===== config.mk =====
export PLATFORM = sky130hd
export DESIGN_NAME = led_sweep_monitor
export DESIGN_NICKNAME = d
export VERILOG_FILES = /design/src/rtl/led_sweep_monitor.sv
export SDC_FILE = /design/constraint.sdc
export NUM_CORES = 1
export LEC_CHECK = 0
export ABC_AREA = 1
export ABC_CLOCK_PERIOD_IN_PS = 3000
export CORE_ASPECT_RATIO = 0.9
export CORE_UTILIZATION = 30
export CTS_BUF_LIST = sky130_fd_sc_hd__clkbuf_16
export DETAILED_ROUTE_END_ITERATION = 10
export MAX_ROUTING_LAYER = met4
export SYNTH_ARGS = -nofsm -noshare
export SYNTH_HDL_FRONTEND = slang
export SYNTH_SLANG_ARGS = --single-unit

===== constraint.sdc =====
create_clock -name CLK -period 3 [get_ports CLK]
set_input_delay 0.3 -clock CLK [delete_from_list [all_inputs] [get_ports CLK]]
set_output_delay 0.3 -clock CLK [all_outputs]
set_load 0.03 [all_outputs]

===== src/rtl/led_sweep_monitor.sv =====
`default_nettype none
// ============================================================================
//  Module   : led_sweep_monitor
//  Purpose  : Watches a one-hot Knight Rider LED bus, encodes the lit index,
//             tracks direction, counts end arrivals and flags illegal moves.
//  Revision : 1.0  initial release
// ============================================================================
module led_sweep_monitor #(
    parameter int N  = 10,
    parameter int W  = 4,
    parameter int CW = 8
) (
    input  logic          CLK,
    input  logic          clr,
    input  logic          en,
    input  logic          err_clr,
    input  logic [N-1:0]  led,
    output logic [W-1:0]  pos,
    output logic          valid,
    output logic          dir,
    output logic          step,
    output logic          err,
    output logic [1:0]    err_code,
    output logic [CW-1:0] sweeps
);

    typedef enum logic [0:0] {
        ST_IDLE  = 1'b0,
        ST_TRACK = 1'b1
    } state_t;

    localparam logic [1:0]    c_ERR_MULTI   = 2'b01;
    localparam logic [1:0]    c_ERR_SKIP    = 2'b10;
    localparam logic [1:0]    c_ERR_REVERSE = 2'b11;
    localparam logic [N-1:0]  c_LED_LSB     = N'(1);
    localparam logic [W:0]    c_POS_INC     = (W+1)'(1);
    localparam logic [W-1:0]  c_POS_TOP     = W'(N-1);
    localparam logic [CW-1:0] c_SWEEP_INC   = CW'(1);

    state_t        r_state;
    logic [N-1:0]  r_sync1, r_led_s, r_led_p;
    logic [W-1:0]  r_pos;
    logic          r_valid, r_dir, r_step, r_err;
    logic [1:0]    r_err_code;
    logic [CW-1:0] r_sweeps;

    logic          w_stable, w_blank, w_multi;
    logic [W-1:0]  w_p;
    logic          w_is_up, w_is_dn, w_fwd, w_back, w_at_top, w_at_bot;
    logic          w_err_hit;
    logic [1:0]    w_err_code;

    assign w_stable = (r_led_s == r_led_p);
    assign w_blank  = (r_led_s == '0);
    assign w_multi  = |(r_led_s & (r_led_s - c_LED_LSB));

    always_comb begin
        w_p = '0;
        for (int i = 0; i < N; i++) begin
            if (r_led_s[i]) w_p = W'(i);
        end
    end

    // Extended by one bit so pos-1 at index 0 cannot wrap into a false match.
    assign w_is_up  = ({1'b0, w_p} == ({1'b0, r_pos} + c_POS_INC));
    assign w_is_dn  = (({1'b0, w_p} + c_POS_INC) == {1'b0, r_pos});
    assign w_fwd    = r_dir ? w_is_dn : w_is_up;
    assign w_back   = r_dir ? w_is_up : w_is_dn;
    assign w_at_top = (w_p == c_POS_TOP);
    assign w_at_bot = (w_p == '0);

    always_comb begin
        w_err_hit  = 1'b0;
        w_err_code = 2'b00;
        if (en && w_stable) begin
            if (w_multi) begin
                w_err_hit  = 1'b1;
                w_err_code = c_ERR_MULTI;
            end else if (!w_blank && (r_state == ST_TRACK) && (w_p != r_pos) && !w_fwd) begin
                w_err_hit  = 1'b1;
                w_err_code = w_back ? c_ERR_REVERSE : c_ERR_SKIP;
            end
        end
    end

    always_ff @(posedge CLK or negedge clr) begin
        if (!clr) begin
            r_sync1    <= '0;
            r_led_s    <= '0;
            r_led_p    <= '0;
            r_state    <= ST_IDLE;
            r_pos      <= '0;
            r_valid    <= 1'b0;
            r_dir      <= 1'b0;
            r_step     <= 1'b0;
            r_err      <= 1'b0;
            r_err_code <= 2'b00;
            r_sweeps   <= '0;
        end else begin
            r_sync1 <= led;
            r_led_s <= r_sync1;
            r_led_p <= r_led_s;
            r_step  <= 1'b0;

            // A fresh error overrides a simultaneous clear.
            if (w_err_hit) begin
                r_err <= 1'b1;
                if (!r_err || err_clr) r_err_code <= w_err_code;
            end else if (err_clr) begin
                r_err      <= 1'b0;
                r_err_code <= 2'b00;
            end

            if (!en) begin
                r_state <= ST_IDLE;
                r_valid <= 1'b0;
            end else if (w_stable) begin
                if (w_blank || w_multi) begin
                    r_state <= ST_IDLE;
                    r_valid <= 1'b0;
                end else if (r_state == ST_IDLE) begin
                    r_state <= ST_TRACK;
                    r_valid <= 1'b1;
                    r_pos   <= w_p;
                    r_dir   <= w_at_top;
                end else if (w_p != r_pos) begin
                    r_pos   <= w_p;
                    r_valid <= 1'b1;
                    if (w_fwd) begin
                        r_step <= 1'b1;
                        if (w_at_top || w_at_bot) begin
                            r_dir <= w_at_top;
                            if (r_sweeps != '1) r_sweeps <= r_sweeps + c_SWEEP_INC;
                        end
                    end else begin
                        r_dir <= w_at_top;
                    end
                end
            end
        end
    end

    assign pos      = r_pos;
    assign valid    = r_valid;
    assign dir      = r_dir;
    assign step     = r_step;
    assign err      = r_err;
    assign err_code = r_err_code;
    assign sweeps   = r_sweeps;

endmodule
`default_nettype wire


==> flow_summary.toml, run 1 <==
[yosys]
synthMuxAreaShare_pct = 0
ys_seq_elements = 49
yosys.area_share.simple_pct = 25.9
synth_enable_flop_cells = 0
synth_area_leaders = "dfrtp_1 52%, nand2_1 9.8%, inv_1 4.5%, nand3_1 4.5%, xor2_1 4.1%"
synthAdderAreaFrac_pct = 2.67
yosysSeqAreaShare_pct = 52.4
synth-xor-area-share_pct = 6.74
async_reset_ff_share_pct = 100
synth_top_area_share_pct = 52.4
ys_warn_count = 0
synthTopCellsByCount = "61 x nand2_1, 49 x dfrtp_1, 28 x inv_1, 21 x nand3_1, 18 x nor2_1"
synth_top_family_by_area = "simple AND/OR/NAND/NOR gates"
synth_area_mm2 = 0.00234
synth_most_common_cell = "nand2_1"
ys_types = 32
yosysTopAreaCell = "dfrtp_1"
synth_nets = 273
syn_avg_cell_area_um2 = 9.21
syn_inst = 254
ys.flop_type = "dfrtp_1"
synth_compound_area_share_pct = 6.68

[placed_design]
portBuffers = 31
dpl.cell_count = 380
dp_hpwl_um = 3280
place_congestion = 0.803

[cells_and_area]
fin_cells = 388
drive_above_1_share_pct = 13.7
nets = 310
n_fill_cell = 753
multi_input_area_um2 = 987
syn_to_final_growth_pct = 24.5
regArea_mm2 = 0.00123
diodes = 0

[clock_tree]
clkLatencyLatePin_ps = 290
post_cts_buffers = 0
h-tree-depth = 2
cts_tree = "done"
cts_resized = 0
cts.clk_slew.worst_paths_ps = 70
cts_max_path_buffers = 2
cts_buffers = 5
root_buffer = "clkbuf_16"
hold_buffers = 0
cts_sinks = 49

[run]
maxCapViolCount = 0

[worst_setup_path]
r2r_cells = 15
cp_data_arrival_time_ps = 2850
worstReg2RegStart = "r_led_s[5]"
worstPathRequired_ps = 3180
start_kind = "register"
critPathMaxFanout = 14
reg2reg_slack_ps = 320
critical_path_class = "register to register"
cp-end-kind = "register"
r2r-end = "sweeps[0]"

[route]
drt_iter0_drc = 90
firstDrtPassIters = 7
final_antenna_net_count = 0
route.detailed.drc = 1
wl_per_cell_um = 11.7
vias = 1730
vias_per_cell = 4.46
drt_wl_total_um = 4540

[run_status]
violations = "design-rule violations"
status = "finished, violations left"

[timing]
hold_viol = 0
fin_skew_ps = 4.28
rsz0062_at_grt = "false"
post-route-period-util_pct = 89.3
fmax_mhz = 373
finalSetupViolations = 0
worstMarginPinSlew_ps = 1080
drv_slew = 0
tns_ps = 0
max-slew-margin-rel_pct = 27.7
period_needed_ps = 2680

[grt]
antenna_found_initial = 0
first_global_vias = 1759
grt_pass1_wl_um = 8100
grt_max_degree = 50
track_usage_pct = 13.3
grt.overflow.total = 0

[floorplan]
pin_count = 32
floorplan.initialDensity_pct = 31.0
die_y_um = 85.8
die_w_um = 95.1
design.die.area_mm2 = 0.00816
core_mm2 = 0.00754
rows = 30

[pwr]
leakagePower_uw = 0.00133
power-per-cell-area_mw_per_mm2 = 473
vdd_drop_max_uv = 227

[hold_path]
holdCritPathClass = "primary input to asynchronous set/reset pin"
layout make-up:
| cell class | instances | area share, % |
|---|---|---|
| Tap cell | 96 | 4.12 |
| Clock buffer | 5 | 4.29 |
| Clock inverter | 3 | 0.988 |
| Timing Repair Buffer | 31 | 10.5 |
| Sequential cell | 49 | 42.1 |
| Inverter | 32 | 4.12 |
| Multi-Input combinational cell | 172 | 33.9 |
metrics by stage:
stage               power [µW]  utilization (%)  instance area [µm²]  hold WS, ps  setup WS [ps]
finish                    1380             38.6                 2910          194            322
global route              1440             38.6                 2910          308           10.8
CTS                       1400             38.5                 2910          258            243
detailed placement         803             36.5                 2750          335            274
global placement           802             36.5                 2750          332            353
floorplan                  758                -                 2340         4.41            617
flip-flops by register name, indices dropped and copies added, names as in the netlist:
signal and flops:
r_led_p 10, r_led_s 10, r_sync1 10, sweeps 8, pos 4, err_code 2
dir 1, err 1, r_state 1, step 1, valid 1
how the worst max path moves through the flow:
stage                    start           to  cells after the start  slack [ps]
detailed placement  r_led_s[5]    sweeps[0]                     15         270
finish              r_led_s[5]    sweeps[0]                     15         320
global placement    r_led_s[5]    sweeps[0]                     15         350
CTS                 r_led_s[5]    sweeps[0]                     15         240
global route        r_led_s[2]  err_code[1]                     23          10
floorplan           r_led_s[2]    sweeps[6]                     22         620
power breakdown:
group	switching, µW	internal [µW]
clock	269	320
sequential	16.2	681
combinational	54.9	38.4
critical path, stage by stage, from the launching register on:
cell and delay (ps):
dfrtp_2 460, nor2_1 150, o21ai_0 110, nand2_1 130
nand2_2 120, ha_1 330, xnor2_1 130, nor3_1 220
nand2_1 70, nor2_1 100, nand3_1 100, nand2_1 70
nand2_1 90, inv_2 90, nand3_4 200, xnor2_1 190
logic make-up (layout without fill, tap and decap cells):
family	after synthesis	in the layout
simple gates	125	125
flops	49	49
buf+inv	33	71
compound gates	24	24
xor+xnor	18	18
fa+ha+maj	5	5
per-layer routing:
metal  global-route usage (%)  vias up  routed length [µm]
met5                        -        -                   0
met3                     3.37        8                 129
met2                     20.0       22                2100
met4                     4.68        0                  60
li1                         -      885                   -
met1                     17.2      815                2250
cell usage in the layout (no fill, tap or decap), types with 3 or more instances in the layout:
cell type	Yosys	final
inv_2	3	5
nand4_1	3	3
nor3_1	3	3
nor2_1	18	18
o21ai_2	6	6
a21oi_1	4	4
nand3_1	21	21
xor2_1	11	11
nor2_2	3	3
inv_1	28	26
xnor2_1	7	7
nand2_1	61	59
dfrtp_1	49	48
ha_1	5	5
clkdlybuf4s50_1	0	30
nand2_2	5	7
clkbuf_16	0	5
o21ai_0	8	8
(Power assumes the default switching activity.)
==> run 2: changes to the inputs <==
MAX_ROUTING_LAYER = default   (was met4)
==> flow_summary.toml, run 2 (synthesized netlist as in run 1, its figures left out) <==
[run_status]
status = "finished, violations left"
violations = "design-rule violations"

[cells_and_area]
n_fill_cell = 733
reg_top3 = "r_led_p x10, r_led_s x10, r_sync1 x10"
final_cell_mix = "59 x nand2_1, 49 x dfrtp_1, 30 x clkdlybuf4s50_1"
syn_to_final_growth_pct = 25.6
diodes = 0
nets = 311
drive_above_1_share_pct = 13.0
layout_commonest_cell = "nand2_1"

[timing]
fmax_mhz = 376
holdWs_ps = 197
max-slew-margin-rel_pct = 29.9
finalSetupViolations = 0
period_needed_ps = 2660
rsz0062_at_grt = "false"
drv_slew = 0
fin_skew_ps = 2.40
tns_ps = 0
hold_viol = 0
post-route-period-util_pct = 88.8
worstMarginPinSlew_ps = 1050

[worst_setup_path]
worstSetupStartpoint = "r_led_s[2]"
cp_slowest_cell = "dfrtp_1"
reg2reg_slack_ps = 340
start_kind = "register"
critPathMaxFanout = 14
slowest_delay_ps = 410
path_buf_inv = 2
critical-path-top-delay-family = "simple AND/OR/NAND/NOR gates"
worstReg2RegStart = "r_led_s[2]"
cp_common_cell = "nand2_1"
cp-end-kind = "register"
r2r_cells = 21
cp_data_arrival_time_ps = 2840
worstPathRequired_ps = 3170
cp_cell_sequence = "inv_1, nand2_1, nand2_1, nand2_1, nand2_1, nand2_1, nand2_1, nand2_1, nand2_2, ha_1, xnor2_1, nor3_1, nand2_1, nor2_1, nand3_1, nand2_1, nand2_1, inv_2, nand3_4, nand2_1, o21ai_2"
critical_path_class = "register to register"
r2r-end = "sweeps[2]"

[route]
wl_per_cell_um = 11.2
vias_per_cell = 4.48
drt_iter0_drc = 68
vias = 1741
final_antenna_net_count = 0
route.detailed.drc = 1
drt_wl_total_um = 4370
firstDrtPassIters = 7

[pwr]
power-per-cell-area_mw_per_mm2 = 487
switching_share_pct = 22.2
leakagePower_uw = 0.00134
comb_power_share_pct = 6.5
p_seq_share_pct = 48.7
intPower_uw = 1110
p_clk_share_pct = 44.8
vdd_drop_max_uv = 205
net-switching-power_uw = 317

[grt]
grt_max_degree = 50
track_usage_pct = 12.2
first_global_vias = 1739
grt.overflow.total = 0
antenna_found_initial = 0
grt_pass1_wl_um = 7710

[floorplan]
design.die.area_mm2 = 0.00816
core_mm2 = 0.00754
pin_count = 32
rows = 30
floorplan.initialDensity_pct = 31.0
die_y_um = 85.8
die_w_um = 95.1

[clock_tree]
cts_sinks = 49
cts.clk_slew.worst_paths_ps = 70
root_buffer = "clkbuf_16"
clkLatencyLatePin_ps = 290
cts_tree = "done"
cts_buffers = 5
h-tree-depth = 2
cts_max_path_buffers = 2
hold_buffers = 0

[placed_design]
dp_hpwl_um = 3250
place_congestion = 0.867
portBuffers = 31

[run]
maxCapViolCount = 0

[hold_path]
holdCritPathClass = "primary input to asynchronous set/reset pin"
-- run 2: changes by cell type in the layout (fill, tap and decap cells not counted) --
cell / previous run / this run
inv_8: 1 / 0
inv_2: 5 / 3
bufinv_16: 0 / 1
dfrtp_2: 1 / 0
dfrtp_1: 48 / 49
inv_6: 1 / 0
clkinvlp_4: 0 / 1
inv_1: 26 / 28
buf_4: 0 / 1
-- run 2: power groups by stage --
stage | combinational, µW | clock, µW | sequential, µW
4_1_cts | 94.6 | 662 | 697
3_5_place_dp | 94.1 | 0 | 710
3_3_place_gp | 93.2 | 0 | 709
6_report | 93.4 | 642 | 697
5_1_grt | 108 | 682 | 699
2_1_floorplan | 51.6 | 0 | 706
-- run 2: routing by layer --
| metal | wire length [µm] | track usage (%) | part of all wire, % | up-vias |
|---|---|---|---|---|
| li1 | - | - | - | 890 |
| met2 | 2030 | 19.2 | 46 | 32 |
| met1 | 2080 | 15.9 | 48 | 811 |
| met3 | 183 | 3.37 | 4.2 | 8 |
| met4 | 71 | 4.82 | 1.6 | 0 |
| met5 | 0 | 0 | 0 | - |
-- run 2: worst max-delay path by stage --
stage                   to  cells past startpoint
2_1_floorplan    sweeps[6]                     22
3_3_place_gp     sweeps[0]                     15
3_5_place_dp     sweeps[2]                     16
4_1_cts          sweeps[2]                     16
5_1_grt        err_code[1]                     23
6_report         sweeps[2]                     21
-- run 2: area by class of cell --
class	count	area [µm²]	share of cell area [%]
clock buffers	5	125	4.26
clock inverters	3	46.3	1.58
inverters	32	120	4.09
multi-input cells	172	987	33.6
flip-flops and latches	49	1230	41.7
well taps	96	120	4.09
repair buffers	32	313	10.6
-- run 2: what timing repair did --
action / in CTS / in global routing
setup buffers: 0 / 0
gates resized for setup: 0 / 2
endpoints found under the setup margin: 0 / 3
-- run 2: through the flow --
stage	setup WS [ps]	util, %	cell area [µm²]	power, µW	std cells
6_report	337	38.9	2940	1430	389
5_1_grt	2.00	38.9	2940	1490	389
4_1_cts	271	38.9	2930	1450	389
3_5_place_dp	297	36.6	2760	804	381
3_3_place_gp	379	36.6	2760	802	381
2_1_floorplan	617	-	2340	758	254
